## config.mk

```make
export PLATFORM = sky130hd
export DESIGN_NAME = clk_div_bank_flat
export DESIGN_NICKNAME = d
export VERILOG_FILES = /design/src/rtl/clk_div_bank_pkg.sv /design/src/rtl/clk_div_bank_if.sv /design/src/rtl/clk_div_bank_div_chan.sv /design/src/rtl/clk_div_bank.sv /design/src/flat_wrapper.sv
export SDC_FILE = /design/constraint.sdc
export NUM_CORES = 1
export LEC_CHECK = 0
export ABC_AREA = 1
export CAP_MARGIN = 40
export CORE_ASPECT_RATIO = 1.5
export CORE_MARGIN = 2
export CORE_UTILIZATION = 46
export CTS_BUF_LIST = sky130_fd_sc_hd__clkbuf_2 sky130_fd_sc_hd__clkbuf_4 sky130_fd_sc_hd__clkbuf_8
export DETAILED_ROUTE_END_ITERATION = 10
export GPL_TIMING_DRIVEN = 0
export PLACE_DENSITY = 0.67
export SYNTH_ARGS = -nofsm -noshare
export SYNTH_HDL_FRONTEND = slang
export SYNTH_HIERARCHICAL = 1
export SYNTH_SLANG_ARGS = --single-unit
```

## constraint.sdc

```tcl
create_clock -name clk -period 5.86 [get_ports clk]
set_input_delay 1.758 -clock clk [delete_from_list [all_inputs] [get_ports clk]]
set_output_delay 1.758 -clock clk [all_outputs]
set_load 0.01 [all_outputs]
```

## src/rtl/clk_div_bank_pkg.sv

```systemverilog
// rtl/clk_div_bank_pkg.sv - shared constants, event type and helpers for clk_div_bank
package clk_div_bank_pkg;

  localparam int DEF_W   = 10;
  localparam int DEF_NCH = 3;

  // What a channel's counter does on a given cycle
  typedef enum logic [1:0] {
    EV_HOLD,
    EV_COUNT,
    EV_RESTART
  } chan_ev_e;

  // Width of the channel-select field; never narrower than one bit
  function automatic int ch_w(input int nch);
    return (nch > 1) ? $clog2(nch) : 1;
  endfunction

  // First count value at which the square wave is high (low phase is the ceiling half)
  function automatic int unsigned hi_start(input int unsigned n);
    return n - n / 2;
  endfunction

endpackage

```

## src/rtl/clk_div_bank_if.sv

```systemverilog
// rtl/clk_div_bank_if.sv - divisor configuration bus with pending-status return
interface clk_div_bank_if import clk_div_bank_pkg::*; #(
  parameter int NCH = DEF_NCH,
  parameter int W   = DEF_W
);

  localparam int CHW = ch_w(NCH);

  logic           cfg_we;
  logic [CHW-1:0] cfg_ch;
  logic [W-1:0]   cfg_div;
  logic [NCH-1:0] pend;

  modport master (output cfg_we, output cfg_ch, output cfg_div, input  pend);
  modport slave  (input  cfg_we, input  cfg_ch, input  cfg_div, output pend);

endinterface

```

## src/rtl/clk_div_bank_div_chan.sv

```systemverilog
// rtl/clk_div_bank_div_chan.sv - one divider channel (tick output gated by CLK_DIV_BANK_TICK_EN)
module div_chan import clk_div_bank_pkg::*; #(
  parameter int           W       = DEF_W,
  parameter logic [W-1:0] DEF_DIV = W'(10)
) (
  input  logic         clk,
  input  logic         rst,
  input  logic         en,
  input  logic         sync,
  input  logic         we,
  input  logic [W-1:0] wdata,
  output logic         pend,
  output logic         div_clk
`ifdef CLK_DIV_BANK_TICK_EN
  ,
  output logic         tick
`endif
);

  logic [W-1:0] n_q, n_d;
  logic [W-1:0] p_q, p_d;
  logic [W-1:0] cnt_q, cnt_d;
  logic         pend_q, pend_d;
  logic         div_clk_q, div_clk_d;
  logic         last_q, last_d;
  chan_ev_e     ev;

  // Classify the cycle, advance or restart the counter, apply/accept divisors, precompute outputs
  always_comb begin
    n_d    = n_q;
    p_d    = p_q;
    pend_d = pend_q;
    cnt_d  = cnt_q;
    ev     = EV_HOLD;

    // Period boundary, stopped channel (N==0) and sync all restart the period
    if (sync || (en && (last_q || (n_q == '0)))) begin
      ev = EV_RESTART;
    end else if (en) begin
      ev = EV_COUNT;
    end

    case (ev)
      EV_RESTART: begin
        cnt_d = '0;
        if (pend_q) begin
          n_d    = p_q;
          pend_d = 1'b0;
        end
      end
      EV_COUNT: cnt_d = cnt_q + W'(1);
      default:  cnt_d = cnt_q;
    endcase

    // A write after the apply decision: the old P is consumed, the new one waits
    if (we) begin
      p_d    = wdata;
      pend_d = 1'b1;
    end

    div_clk_d = (n_d >= W'(2)) && (32'(cnt_d) >= hi_start(32'(n_d)));
    last_d    = (n_d != '0) && (cnt_d == n_d - W'(1));
  end

  // State and output registers
  always_ff @(posedge clk or negedge rst) begin
    if (!rst) begin
      n_q       <= DEF_DIV;
      p_q       <= '0;
      cnt_q     <= '0;
      pend_q    <= 1'b0;
      div_clk_q <= 1'b0;
      last_q    <= (DEF_DIV == W'(1));
    end else begin
      n_q       <= n_d;
      p_q       <= p_d;
      cnt_q     <= cnt_d;
      pend_q    <= pend_d;
      div_clk_q <= div_clk_d;
      last_q    <= last_d;
    end
  end

  assign pend    = pend_q;
  assign div_clk = div_clk_q;
`ifdef CLK_DIV_BANK_TICK_EN
  assign tick    = en & last_q;
`endif

endmodule

```

## src/rtl/clk_div_bank.sv

```systemverilog
// rtl/clk_div_bank.sv - multi-channel programmable divider bank (tick port under CLK_DIV_BANK_TICK_EN)
module clk_div_bank import clk_div_bank_pkg::*; #(
  parameter int               NCH      = DEF_NCH,
  parameter int               W        = DEF_W,
  parameter logic [NCH*W-1:0] DEF_DIVS = {10'd1000, 10'd100, 10'd10}
) (
  input  logic               clk,
  input  logic               rst,
  input  logic               en,
  input  logic               sync,
  clk_div_bank_if.slave      cfg,
`ifdef CLK_DIV_BANK_TICK_EN
  output logic [NCH-1:0]     tick,
`endif
  output logic [NCH-1:0]     div_clk
);

  logic [NCH-1:0] pend_vec;
  logic [NCH-1:0] div_clk_vec;
`ifdef CLK_DIV_BANK_TICK_EN
  logic [NCH-1:0] tick_vec;
`endif

  for (genvar i = 0; i < NCH; i++) begin : g_ch
    // Out-of-range channel numbers match no channel, so those writes vanish
    logic we_i;
    assign we_i = cfg.cfg_we && (32'(cfg.cfg_ch) == i);

    div_chan #(
      .W       (W),
      .DEF_DIV (DEF_DIVS[i*W +: W])
    ) u_chan (
      .clk     (clk),
      .rst     (rst),
      .en      (en),
      .sync    (sync),
      .we      (we_i),
      .wdata   (cfg.cfg_div),
      .pend    (pend_vec[i]),
      .div_clk (div_clk_vec[i])
`ifdef CLK_DIV_BANK_TICK_EN
      ,
      .tick    (tick_vec[i])
`endif
    );
  end

  assign cfg.pend = pend_vec;
  assign div_clk  = div_clk_vec;
`ifdef CLK_DIV_BANK_TICK_EN
  assign tick     = tick_vec;
`endif

endmodule
```

## src/flat_wrapper.sv

```systemverilog
// flat-port wrapper written by rule: the top's interface ports become plain ports
module clk_div_bank_flat import clk_div_bank_pkg::*;
#(
  parameter int               NCH      = DEF_NCH,
  parameter int               W        = DEF_W,
  parameter logic [NCH*W-1:0] DEF_DIVS = {10'd1000, 10'd100, 10'd10}
)
  (clk, rst, en, sync, div_clk, cfg_cfg_we, cfg_cfg_ch, cfg_cfg_div, cfg_pend);
  clk_div_bank_if #(.NCH(NCH), .W(W)) cfg_i ();
  input  logic clk;
  input  logic rst;
  input  logic en;
  input  logic sync;
  output logic [NCH-1:0] div_clk;
  input wire logic [$bits(cfg_i.cfg_we)-1:0] cfg_cfg_we;
  input wire logic [$bits(cfg_i.cfg_ch)-1:0] cfg_cfg_ch;
  input wire logic [$bits(cfg_i.cfg_div)-1:0] cfg_cfg_div;
  output wire logic [$bits(cfg_i.pend)-1:0] cfg_pend;
  assign cfg_i.cfg_we = cfg_cfg_we;
  assign cfg_i.cfg_ch = cfg_cfg_ch;
  assign cfg_i.cfg_div = cfg_cfg_div;
  assign cfg_pend = cfg_i.pend;
  clk_div_bank #(.NCH(NCH), .W(W), .DEF_DIVS(DEF_DIVS)) u_core (.clk(clk), .rst(rst), .en(en), .sync(sync), .cfg(cfg_i), .div_clk(div_clk));
endmodule
```

==> summary.md <==
| Metric | Value |
|---|---|
| Outcome | `completed` |
| Switching Fraction | `48.16%` |
| CP startpoint | `sync` |
| Mapped Avg Cell Area | `6.860 um^2` |
| M1 WL | `8340 um` |
| DRT Pass-1 Iters | `5` |
| ANT nets after route | `0` |
| Req. time, crit path | `6.14 ns` |
| Sink Count | `99` |
| Pint | `1766 uW` |
| Grt total ovfl | `0` |
| CP max stage delay | `0.78 ns` |
| Die W | `117.5 um` |
| Final nets | `1441` |
| Initial Util | `46.59%` |
| DP Area | `9462 um^2` |
| Power Dens Cells | `352.0 nW/um^2` |
| Initial antenna violation count | `0` |
| Worst-margin pin slew | `0.5799 ns` |
| Crit Path Category | `primary input to flop` |
| FILL cells | `2006` |
| FFs w/ async S/R, synth | `100.0%` |
| Worst R2R Setup Slack | `1.86 ns` |
| Placed wire-length estimate | `17470 um` |
| Skew final | `0.01554 ns` |
| Max-cap violations | `0` |
| Root Buffer | `clkbuf_8` |
| GRT Total Usage | `21.58%` |
| Element type at the critical path end | `flop` |
| FP Rows | `62` |
| DR WL/cell | `13.33 um` |
| Post-CTS Setup Bufs | `0` |
| Endpoints failing hold | `0` |
| CTS HTree Levels | `3` |
| Max transition margin | `61.34%` |
| Final min period | `5.418 ns` |
| Yosys top cell by area | `dfrtp_1` |
| Detailed-route DRC error count | `0` |
| First-pass GRT wire length | `35820 um` |
| Final Max Slew Viols | `0` |
| Clock-pin transition on the worst setup and hold timing paths | `0.10 ns` |
| CTS tree | `yes` |
| Crit path to | `u_core/g_ch[2].u_chan/div_clk` |
| Post-Synth XOR/XNOR Area | `3.251%` |
| Number of port buffers | `22` |
| Largest family of logic cells by synthesized area | `simple AND/OR/NAND/NOR gates` |
| Uppermost layer routed | `met4` |
| Worst hold path class | `flop to flop` |
| Inserted Diodes | `0` |
| Flops & latches, synth | `99` |
| P_sw | `1640 uW` |
| Max frequency | `0.1846 GHz` |
| Vias | `7760` |
| Synth Area in Compound Gates | `6.924%` |
| RR Startpoint | `u_core/g_ch[2].u_chan/n_q[2]` |
| WP buf/inv | `4` |
| R2R depth | `28` |
| Routed WL | `21220 um` |
| Final worst slack | `0.4419 ns` |
| CP startpoint kind | `primary input` |
| Top_reg_cell synth | `dfrtp_1` |
| Clock Latency Late Sink | `0.38 ns` |
| Post-synthesis simple-gate area fraction | `38.91%` |
| Synth top area cells | `dfrtp_1, nand2_1, ha_1` |
| Post-synthesis mux area share | `0%` |
| Crit-path most repeated cell | `nand2_1` |
| Instance count on the critical path | `28` |
| Gp weighted congestion | `0.8952` |
| Clock power frac | `13.5%` |
| Layout cells sized above 1 | `11.90%` |
| Mapped Cells | `1296` |
| Via density | `4.874` |
| Leakage power total | `0.005099 uW` |
| Post-synth EDFFs | `0` |
| Share of Yosys cell area claimed by the top area cell type | `24.77%` |
| Syn nets | `1406` |
| Peak supply drop | `0.1815 mV` |
| IO Count | `23` |
| Maximum clock path buffer count | `2` |
| RSZ-0062 raised after global routing | `false` |
| Post-synth cell types | `39` |
| Largest net degree at the start of global routing | `60` |
| Sequential Power Share | `26.0%` |
| Inserted Clock Buffers | `9` |
| DR iter-0 viols | `402` |
| Final worst-path cycle share | `92.46%` |
| Worst Path Max Fanout | `9` |
| Comb pwr share | `60.5%` |
| Core Footprint | `19080 um^2` |
| R2R Path End | `u_core/g_ch[2].u_chan/div_clk` |
| Synthesized area | `8891 um^2` |
| Number of global-route vias before repair | `7686` |
| Critical path's slowest cell | `clkdlybuf4s50_1` |
| Post-Synth Adder-Cell Area | `13.34%` |
| Pre-CTS WS | `-0.5913 ns` |
| Critical Path AT | `5.70 ns` |
| Die height | `174.3 um` |
| Met2 wire length | `11760 um` |
| Yosys Warn Count | `6` |
| Cell family with most CP delay | `simple AND/OR/NAND/NOR gates` |
| Post-layout instance area | `9676 um^2` |
| DIE AREA | `20480 um^2` |
| Met3 routed WL | `352 um` |
| Final setup fails | `0` |
| Area Overhead vs Synth | `8.824%` |
| Sequential fraction of the synthesis area | `28.02%` |
power by group through the flow:
stage / registers (uW) / clock network, uW / logic [uW]
2_1_floorplan: 876 / 0 / 1620
3_3_place_gp: 896 / 0 / 2020
3_5_place_dp: 899 / 0 / 2070
4_1_cts: 886 / 473 / 2080
5_1_grt: 901 / 505 / 2390
6_report: 886 / 459 / 2060
state kept, by name (all words and copies together), names as in the netlist:
name,cells
u_core/g_ch.u_chan/cnt_q,30
u_core/g_ch.u_chan/p_q,30
u_core/g_ch.u_chan/div_clk,3
u_core/g_ch.u_chan/pend,3
u_core/g_ch.u_chan/n_q,30
u_core/g_ch.u_chan/last_q,3
worst min path at each step:
stage,startpoint,to,slack (ns),depth (start not counted)
floorplan,u_core/g_ch[0].u_chan/p_q[3],u_core/g_ch[0].u_chan/p_q[3],0.44,2
global placement,u_core/g_ch[2].u_chan/p_q[6],u_core/g_ch[2].u_chan/p_q[6],0.46,2
detailed placement,u_core/g_ch[2].u_chan/p_q[4],u_core/g_ch[2].u_chan/p_q[4],0.46,2
CTS,u_core/g_ch[2].u_chan/p_q[4],u_core/g_ch[2].u_chan/p_q[4],0.48,2
global route,u_core/g_ch[0].u_chan/p_q[6],u_core/g_ch[0].u_chan/p_q[6],0.50,2
finish,u_core/g_ch[2].u_chan/p_q[7],u_core/g_ch[2].u_chan/p_q[7],0.48,2
cells in the mapped netlist (2+ instances only):
cell type	n
a21oi_1	35
and2_1	2
buf_12	2
buf_2	5
clkbuf_1	3
clkinv_1	6
dfrtp_1	88
dfstp_2	11
fa_1	3
ha_1	90
inv_1	175
inv_2	22
nand2_1	449
nand2_2	30
nand2_4	19
nand2_8	2
nand3_1	90
nand3_2	10
nand3b_1	9
nand4_1	13
nor2_1	102
nor2_2	14
nor2_4	5
nor3_1	7
nor3_2	2
nor4_1	3
o21ai_0	35
o21ai_2	10
o21bai_1	6
o21bai_4	3
o22ai_1	6
xnor2_1	3
xor2_1	30
through the flow:
step,util (%),setup TNS (ns),hold slack (ns),cells,power (uW)
after floorplan,-,0,0.4422,1296,2499
after global placement,49.42,-75.46,0.4574,1574,2916
after detailed placement,49.58,-0.8191,0.4592,1576,2964
after CTS,50.64,0,0.4837,1592,3438
after global routing,50.70,0,0.5041,1592,3792
final,50.70,0,0.4822,1592,3406
logic make-up after synthesis:
family	Yosys count
compound gates	99
flops	99
buf+inv	214
fa+ha+maj	93
xor+xnor	33
simple gates	758
cell type report:
| class | count | area [um^2] | share of cell area [%] |
|---|---|---|---|
| Inverter | 203 | 762.0 | 7.875 |
| Multi-Input combinational cell | 983 | 5559 | 57.46 |
| Buffer | 11 | 87.58 | 0.9052 |
| Clock inverter | 6 | 65.06 | 0.6724 |
| Sequential cell | 99 | 2491 | 25.75 |
| Clock buffer | 10 | 137.6 | 1.422 |
| Tap cell | 256 | 320.3 | 3.310 |
| Timing Repair Buffer | 24 | 252.7 | 2.612 |
worst reg2reg max path: cells and delay by family, from the launching register on:
kind | cells | cell delay, ns
fa+ha+maj | 3 | 1.04
xor+xnor | 1 | 0.21
flops | 1 | 0.42
simple gates | 19 | 1.49
compound gates | 3 | 0.65
buf+inv | 2 | 0.09
per-layer routing:
layer	global-route usage, %	vias to the layer above
met2	43.18	95
li1	-	4108
met1	22.53	3515
met3	2.231	42
met4	8.886	0
met5	0	-
what timing repair did:
action | CTS | global route
hold endpoints to repair | 0 | 0
gates resized for setup | 1 | 4
pin swaps | 0 | 0
endpoints found under the setup margin | 1 | 2
hold buffers | 0 | 0
layout by cell type (no fill, tap or decap), drive strengths merged:
cell             n
clkbuf          13
buf             11
o221ai           1
nor3             9
a21oi           35
clkdlybuf4s50   20
a31o             1
clkinv           7
nand4           13
and2             2
o22ai            6
inv            197
nor2           122
nor4             3
xnor2            3
ha              90
nand2          500
bufinv           1
nand3b           9
fa               3
dfrtp           88
dfstp           11
o21bai           9
dlymetal6s2s     1
clkinvlp         4
xor2            30
nand3          100
o21ai           47
(Power assumes the default switching activity.)
